File: src/rtl/dlatch_wr_arbiter.sv
// Round-robin write sequencer for a bank of four DW-bit D latches sharing one data bus.
// Each write runs SETUP/PULSE/HOLD so data is stable around a single-cycle, flop-driven enable.
module dlatch_wr_arbiter #(
   parameter int DW = 8
) (
   input  logic            clk,
   input  logic            rst,
   input  logic [3:0]      req,
   input  logic [4*DW-1:0] wr_d,
   input  logic [7:0]      wr_addr,
   output logic [3:0]      gnt,
   output logic [3:0]      ack,
   output logic [DW-1:0]   lat_d,
   output logic [3:0]      lat_en,
   output logic            busy
);

   localparam logic [1:0] IDLE  = 2'd0;
   localparam logic [1:0] SETUP = 2'd1;
   localparam logic [1:0] PULSE = 2'd2;
   localparam logic [1:0] HOLD  = 2'd3;

   logic [1:0]    state_q, state_d;
   logic [3:0]    gnt_q, gnt_d;
   logic [3:0]    ack_q, ack_d;
   logic [3:0]    lat_en_q, lat_en_d;
   logic [DW-1:0] lat_d_q, lat_d_d;
   logic          busy_q, busy_d;
   logic [1:0]    rr_ptr_q, rr_ptr_d;
   logic [1:0]    addr_q, addr_d;

   logic          win_vld;
   logic [1:0]    win_idx;
   logic [1:0]    idx;

   // Scan offsets high to low so the nearest requester at or above rr_ptr wins.
   always_comb begin
      win_vld = 1'b0;
      win_idx = 2'd0;
      idx     = 2'd0;
      for (int k = 3; k >= 0; k--) begin
         idx = rr_ptr_q + 2'(k);
         if (req[idx]) begin
            win_vld = 1'b1;
            win_idx = idx;
         end
      end
   end

   always_comb begin
      state_d  = state_q;
      gnt_d    = gnt_q;
      ack_d    = 4'b0000;
      lat_en_d = 4'b0000;
      lat_d_d  = lat_d_q;
      busy_d   = busy_q;
      rr_ptr_d = rr_ptr_q;
      addr_d   = addr_q;
      case (state_q)
         IDLE: begin
            gnt_d  = 4'b0000;
            busy_d = 1'b0;
            if (win_vld) begin
               state_d  = SETUP;
               gnt_d    = 4'b0001 << win_idx;
               lat_d_d  = wr_d[win_idx*DW +: DW];
               addr_d   = wr_addr[win_idx*2 +: 2];
               rr_ptr_d = win_idx + 2'd1;
               busy_d   = 1'b1;
            end
         end
         SETUP: begin
            state_d  = PULSE;
            lat_en_d = 4'b0001 << addr_q;
         end
         PULSE: begin
            state_d = HOLD;
            ack_d   = gnt_q;
         end
         default: begin
            state_d = IDLE;
            gnt_d   = 4'b0000;
            busy_d  = 1'b0;
         end
      endcase
   end

   // Async reset also drops lat_en immediately, aborting any write in flight.
   always_ff @(posedge clk or posedge rst) begin
      if (rst) begin
         state_q  <= IDLE;
         gnt_q    <= 4'b0000;
         ack_q    <= 4'b0000;
         lat_en_q <= 4'b0000;
         lat_d_q  <= '0;
         busy_q   <= 1'b0;
         rr_ptr_q <= 2'd0;
         addr_q   <= 2'd0;
      end else begin
         state_q  <= state_d;
         gnt_q    <= gnt_d;
         ack_q    <= ack_d;
         lat_en_q <= lat_en_d;
         lat_d_q  <= lat_d_d;
         busy_q   <= busy_d;
         rr_ptr_q <= rr_ptr_d;
         addr_q   <= addr_d;
      end
   end

   assign gnt    = gnt_q;
   assign ack    = ack_q;
   assign lat_en = lat_en_q;
   assign lat_d  = lat_d_q;
   assign busy   = busy_q;

endmodule

File: config.mk
export PLATFORM = sky130hd
export DESIGN_NAME = dlatch_wr_arbiter
export DESIGN_NICKNAME = d
export VERILOG_FILES = /design/src/rtl/dlatch_wr_arbiter.sv
export SDC_FILE = /design/constraint.sdc
export NUM_CORES = 1
export LEC_CHECK = 0
export BUFFER_PORTS_ARGS = -buffer_cell sky130_fd_sc_hd__buf_2
export CORE_MARGIN = 2
export CORE_UTILIZATION = 46
export CTS_CLUSTER_DIAMETER = 120
export CTS_CLUSTER_SIZE = 16
export DETAILED_ROUTE_END_ITERATION = 10
export MAX_ROUTING_LAYER = met4
export PLACE_DENSITY = 0.79
export SLEW_MARGIN = 25
export SYNTH_ARGS = -nofsm -noshare
export SYNTH_HDL_FRONTEND = slang
export SYNTH_SLANG_ARGS = --single-unit
File: constraint.sdc
create_clock -name clk -period 2.24 [get_ports clk]
set_input_delay 0.224 -clock clk [delete_from_list [all_inputs] [get_ports clk]]
set_output_delay 0.224 -clock clk [all_outputs]
set_load 0.1 [all_outputs]
==> impl_metrics.toml, run 1 <==
[synth]
ys_seq_elements = 27
netlist_area_mm2 = 0.00144
synth_seq_area_share = 0.468
async_reset_ff_frac = 1.00
syn_area_per_cell_um2 = 10.2
synth_edf_count = 0
syn_inst = 141
yosysUniqueCellTypes = 33
synth_nets = 190
synth_flop_cell = "dfrtp_1"
yosysWarnings = 0

[setup_path]
rr_endpoint = "addr_q[0]$_DFFE_PP0P_"
rrSetupSlack_ns = 0.22
path_max_fanout = 10
cpPeakStageDelay_ns = 0.61
r2r_start = "rr_ptr_q[1]$_DFFE_PP0P_"
cp_cell_sequence = "a21o_1, a21oi_1, o22ai_1, buf_4, and2_4, a211oi_1"
cp.arrival_ns = 2.24
critPathKind = "reg2reg"
cpMaxStageDelayCell = "o22ai_1"
end_kind = "flip-flop"
critical_path_required_ns = 2.46
crit_path_start_kind = "flip-flop"
reg2reg_depth = 6
crit_end = "addr_q[0]$_DFFE_PP0P_"
crit_path_start = "rr_ptr_q[1]$_DFFE_PP0P_"

[worst_hold_path]
min_path_type = "in2reg"
min_path_cells = 3

[timing]
fin_crit_ns = 2.02
setup_tns_ns = 0
rsz0062_at_grt = "false"
maxSlewViolCount = 0
timing.fmax_ghz = 0.495
finalSetupViolations = 0
post-route-period-util = 0.901
clock_skew_ns = 0.00238
slew_headroom = 0.477
timing.final.hold_violations = 0
whs_ns = 0.195
worst_pin_slew_ns = 0.785

[global_route]
grt_pass1_wl_um = 5440
grt_antenna_before_repair = 0
grt.total_usage = 0.207
grt_pass1_vias = 1258
grt_max_degree = 28
gr-total-overflow = 0

[pwr]
powerDensity_mw_per_mm2 = 1630
p_leak_nw = 0.928
ir_drop_uv = 911
fin_total_pwr_mw = 3.01

[floorplanning]
die_area_mm2 = 0.00360
initial_utilization = 0.477
rows = 20
core_area_mm2 = 0.00303
die_h_um = 60.0
io_pins = 67
die_w_um = 60.0

[routing]
drc = 0
drtIter0Drc = 44
ant_nets = 0
wl_um = 3440
routed-via-count = 1354
wl_per_cell_um = 13.7
drt-pass1-iter-count = 4
avgViaCountPerCell = 5.39

[job]
maxCapViolations = 0

[cts]
cts-root-buf = "clkbuf_4"
cts_setup_buffers = 0
numCtsBuffers = 3
ctsResizeCount = 0
htree_levels = 1
ctsLongestPathBuffers = 2
cts.sink_count = 27
cts_tree = "done"
clock_latency_ns = 0.34
clkTransAtPathRegs_ns = 0.15

[layout]
drive_above_1_share = 0.386
fin_cells = 251
insertedDiodeCount = 0
area_growth_pct = 27.8
fin_nets = 257
fillers = 256

[placement]
place.gp.congestion = 0.771
dp_hpwl_um = 2690
dpl.cell_count = 246
portBuffers = 66

[run_status]
status = "completed"
[cell usage after synthesis (2+ instances only)]
cell,n,share of area
and2_4,2,0.012
dfrtp_1,27,0.47
buf_6,2,0.016
o21ai_0,5,0.017
clkbuf_1,2,0.0052
nand3_1,2,0.0069
a2111oi_0,9,0.055
a21oi_1,3,0.010
ha_1,3,0.026
a211oi_1,9,0.047
a21boi_0,7,0.036
a21boi_1,4,0.021
and2_1,5,0.022
buf_2,5,0.017
inv_1,5,0.013
nand2_1,12,0.031
nor2_1,13,0.034
mux2i_1,10,0.069
o41ai_1,2,0.012
[placed cells by master, fill, tap and decap left out, types with 3 or more instances in the layout]
cell       instances
a21boi_1           4
dfrtp_1           27
a21oi_1            3
nand2_1           12
nor2_1            13
mux2i_1           10
and2_1             5
a2111oi_0          9
a21boi_0           7
inv_1              4
buf_4              5
clkbuf_4           3
buf_2             66
ha_1               3
a211oi_1           9
o21ai_0            5
[stage by stage]
step,util,instance area [um^2],setup slack (ns)
detailed placement,0.597,1810,0.239
floorplan,-,1440,0.546
CTS,0.606,1840,0.226
global placement,0.595,1800,0.193
global route,0.610,1850,0.0772
finish,0.610,1850,0.221
[layout make-up]
class | count | area, um^2 | share of cell area
Clock inverter | 1 | 5.00 | 0.00271
Tap cell | 44 | 55.1 | 0.0298
Multi-Input combinational cell | 99 | 691 | 0.374
Timing Repair Buffer | 72 | 378 | 0.205
Inverter | 5 | 18.8 | 0.0102
Clock buffer | 3 | 22.5 | 0.0122
Sequential cell | 27 | 676 | 0.366
[cells by family after synthesis]
group / Yosys count / share of synthesized area
compound gates: 45 / 0.238
simple gates: 39 / 0.131
flops: 27 / 0.468
buf+inv: 15 / 0.0537
mux: 11 / 0.0771
fa+ha+maj: 3 / 0.0260
xor+xnor: 1 / 0.00607
[layer usage]
metal  share of wire  vias up  track usage
met5               0        -            -
met4           0.014        0       0.0857
met3           0.064        5       0.0303
met2            0.51       56        0.356
met1            0.41      641        0.239
li1                -      652            -
[flip-flops by register name, summed over array words and instances, names as in the netlist]
signal	count
lat_d	8
busy	1
ack	4
lat_en	4
rr_ptr_q	2
state_q	2
gnt	4
addr_q	2
[how the worst min path moves through the flow]
stage                               start                   end  slack [ns]
floorplan                             rst      ack[0]$_DFF_PP0_        0.28
global placement    addr_q[1]$_DFFE_PP0P_   lat_en[1]$_DFF_PP0_        0.46
detailed placement       busy$_DFFE_PP0N_      busy$_DFFE_PP0N_        0.48
CTS                                   rst   lat_en[2]$_DFF_PP0_        0.14
global route                     wr_d[14]  lat_d[6]$_DFFE_PP0P_        0.20
finish                           wr_d[11]  lat_d[3]$_DFFE_PP0P_        0.20
[repair_timing]
item / in CTS / in global routing
setup endpoints to repair: 0 / 0
endpoints found under the hold margin: 0 / 27
hold buffers: 0 / 1
[power by group]
| group | internal [mW] | switching, mW |
|---|---|---|
| clock | 0.0674 | 0.152 |
| combinational | 0.450 | 1.54 |
| sequential | 0.678 | 0.124 |
| total | 1.19 | 1.81 |
[critical path, delay by kind of cell (launching register included)]
kind | cells | cell delay (ns)
buffers and inverters | 1 | 0.28
AOI/OAI and AO/OA | 4 | 0.91
and+or+nand+nor | 1 | 0.23
DFF | 1 | 0.48
(Power assumes the default switching activity.)
==> inputs of run 2 (changes only) <==
RECOVER_POWER = 50   (was unset)
==> impl_metrics.toml, run 2 (synthesis results as in run 1) <==
[pwr]
ir_drop_uv = 911
powerDensity_mw_per_mm2 = 1630
p_leak_nw = 0.926
fin_total_pwr_mw = 3.01

[floorplanning]
die_w_um = 60.0
die_area_mm2 = 0.00360
core_area_mm2 = 0.00303
initial_utilization = 0.477
io_pins = 67
rows = 20
die_h_um = 60.0

[routing]
drt-pass1-iter-count = 4
ant_nets = 0
drtIter0Drc = 44
avgViaCountPerCell = 5.39
wl_per_cell_um = 13.7
drc = 0
routed-via-count = 1352
wl_um = 3440

[job]
maxCapViolations = 0

[cts]
htree_levels = 1
cts-root-buf = "clkbuf_4"
cts_tree = "done"
numCtsBuffers = 3
clkTransAtPathRegs_ns = 0.15
cts.sink_count = 27
cts_setup_buffers = 0
ctsLongestPathBuffers = 2
clock_latency_ns = 0.34

[setup_path]
cpPeakStageDelay_ns = 0.61
rr_endpoint = "addr_q[0]$_DFFE_PP0P_"
r2r_start = "rr_ptr_q[1]$_DFFE_PP0P_"
rrSetupSlack_ns = 0.22
reg2reg_depth = 6
cp.arrival_ns = 2.24
cpMaxStageDelayCell = "o22ai_1"
crit_path_start_kind = "flip-flop"
path_max_fanout = 10
cp_cell_sequence = "a21o_1, a21oi_1, o22ai_1, buf_4, and2_4, a211oi_1"
critical_path_required_ns = 2.46
end_kind = "flip-flop"
critPathKind = "reg2reg"

[run_status]
status = "completed"

[global_route]
grt_max_degree = 28
grt.total_usage = 0.207
grt_pass1_wl_um = 5440
gr-total-overflow = 0
grt_antenna_before_repair = 0
grt_pass1_vias = 1258

[placement]
portBuffers = 66
dp_hpwl_um = 2690
dpl.cell_count = 246
place.gp.congestion = 0.771
placed_area_mm2 = 0.00181

[layout]
fin_nets = 257
drive_above_1_share = 0.382
seqCellArea_um2 = 676
layout.cells.most_common = "buf_2"
area_growth_pct = 27.8
most-common-layout-cells = "66 x buf_2, 27 x dfrtp_1, 13 x nor2_1"
multi_input_area_um2 = 691
fin_cells = 251
insertedDiodeCount = 0
largest_register_ffs = 8
fillers = 256
design_area_mm2 = 0.00185

[timing]
slew_headroom = 0.342
setup_tns_ns = 0
timing.fmax_ghz = 0.496
clock_skew_ns = 0.00201
maxSlewViolCount = 0
timing.final.hold_violations = 0
fin_crit_ns = 2.02
worst_pin_slew_ns = 0.987
finalSetupViolations = 0
post-route-period-util = 0.901
rsz0062_at_grt = "false"

[worst_hold_path]
hold_path_startpoint = "wr_d[11]"
hold_end = "lat_d[3]$_DFFE_PP0P_"
min_path_type = "in2reg"
min_path_cells = 3
==> run 2: cell counts in the layout (fill, tap and decap cells not counted) <==
No cell type changed its count.
==> run 2: stage by stage <==
stage	worst slack, ns	hold WS [ns]	utilization
after global placement	0.193	0.464	0.595
after detailed placement	0.239	0.478	0.597
final	0.222	0.196	0.610
after floorplan	0.546	0.277	-
after global routing	0.0772	0.200	0.610
after CTS	0.226	0.143	0.606
==> run 2: worst max-delay path by stage <==
stage,from,end,slack [ns],depth (start not counted)
2_1_floorplan,rr_ptr_q[1]$_DFFE_PP0P_,lat_d[3]$_DFFE_PP0P_,0.55,5
5_1_grt,rr_ptr_q[1]$_DFFE_PP0P_,lat_d[5]$_DFFE_PP0P_,0.08,6
4_1_cts,rr_ptr_q[1]$_DFFE_PP0P_,lat_d[5]$_DFFE_PP0P_,0.23,6
3_3_place_gp,rr_ptr_q[1]$_DFFE_PP0P_,lat_d[5]$_DFFE_PP0P_,0.19,5
3_5_place_dp,rr_ptr_q[1]$_DFFE_PP0P_,lat_d[5]$_DFFE_PP0P_,0.24,6
6_report,rr_ptr_q[1]$_DFFE_PP0P_,addr_q[0]$_DFFE_PP0P_,0.22,6
==> run 2: per-layer routing <==
metal | GRT usage | part of all wire | up-vias
li1 | - | - | 650
met1 | 0.239 | 0.41 | 641
met2 | 0.356 | 0.51 | 56
met3 | 0.0303 | 0.064 | 5
met4 | 0.0857 | 0.014 | 0
met5 | - | 0 | -
==> run 2: area by class of cell <==
cell class | count | area share
clock inverter | 1 | 0.00271
timing repair buffer | 72 | 0.205
multi-input combinational | 99 | 0.374
clock buffer | 3 | 0.0122
sequential | 27 | 0.366
tap | 44 | 0.0298
inverter | 5 | 0.0102
==> run 2: where the power goes <==
part           total [mW]  internal, mW  switching (mW)
Sequential          0.802         0.678           0.124
Clock               0.219        0.0674           0.152
Combinational        1.99         0.449            1.54
==> run 2: timing repair <==
| action | in CTS | in global routing |
|---|---|---|
| resized for setup | 0 | 0 |
| hold buffers | 0 | 1 |
| endpoints found under the hold margin | 0 | 27 |
==> run 2: critical path, delay by kind of cell (launching register included) <==
| family | cells | cell delay (ns) |
|---|---|---|
| AO/OA/AOI/OAI | 4 | 0.91 |
| flip-flops | 1 | 0.48 |
| AND/OR/NAND/NOR | 1 | 0.23 |
| buffers and inverters | 1 | 0.28 |
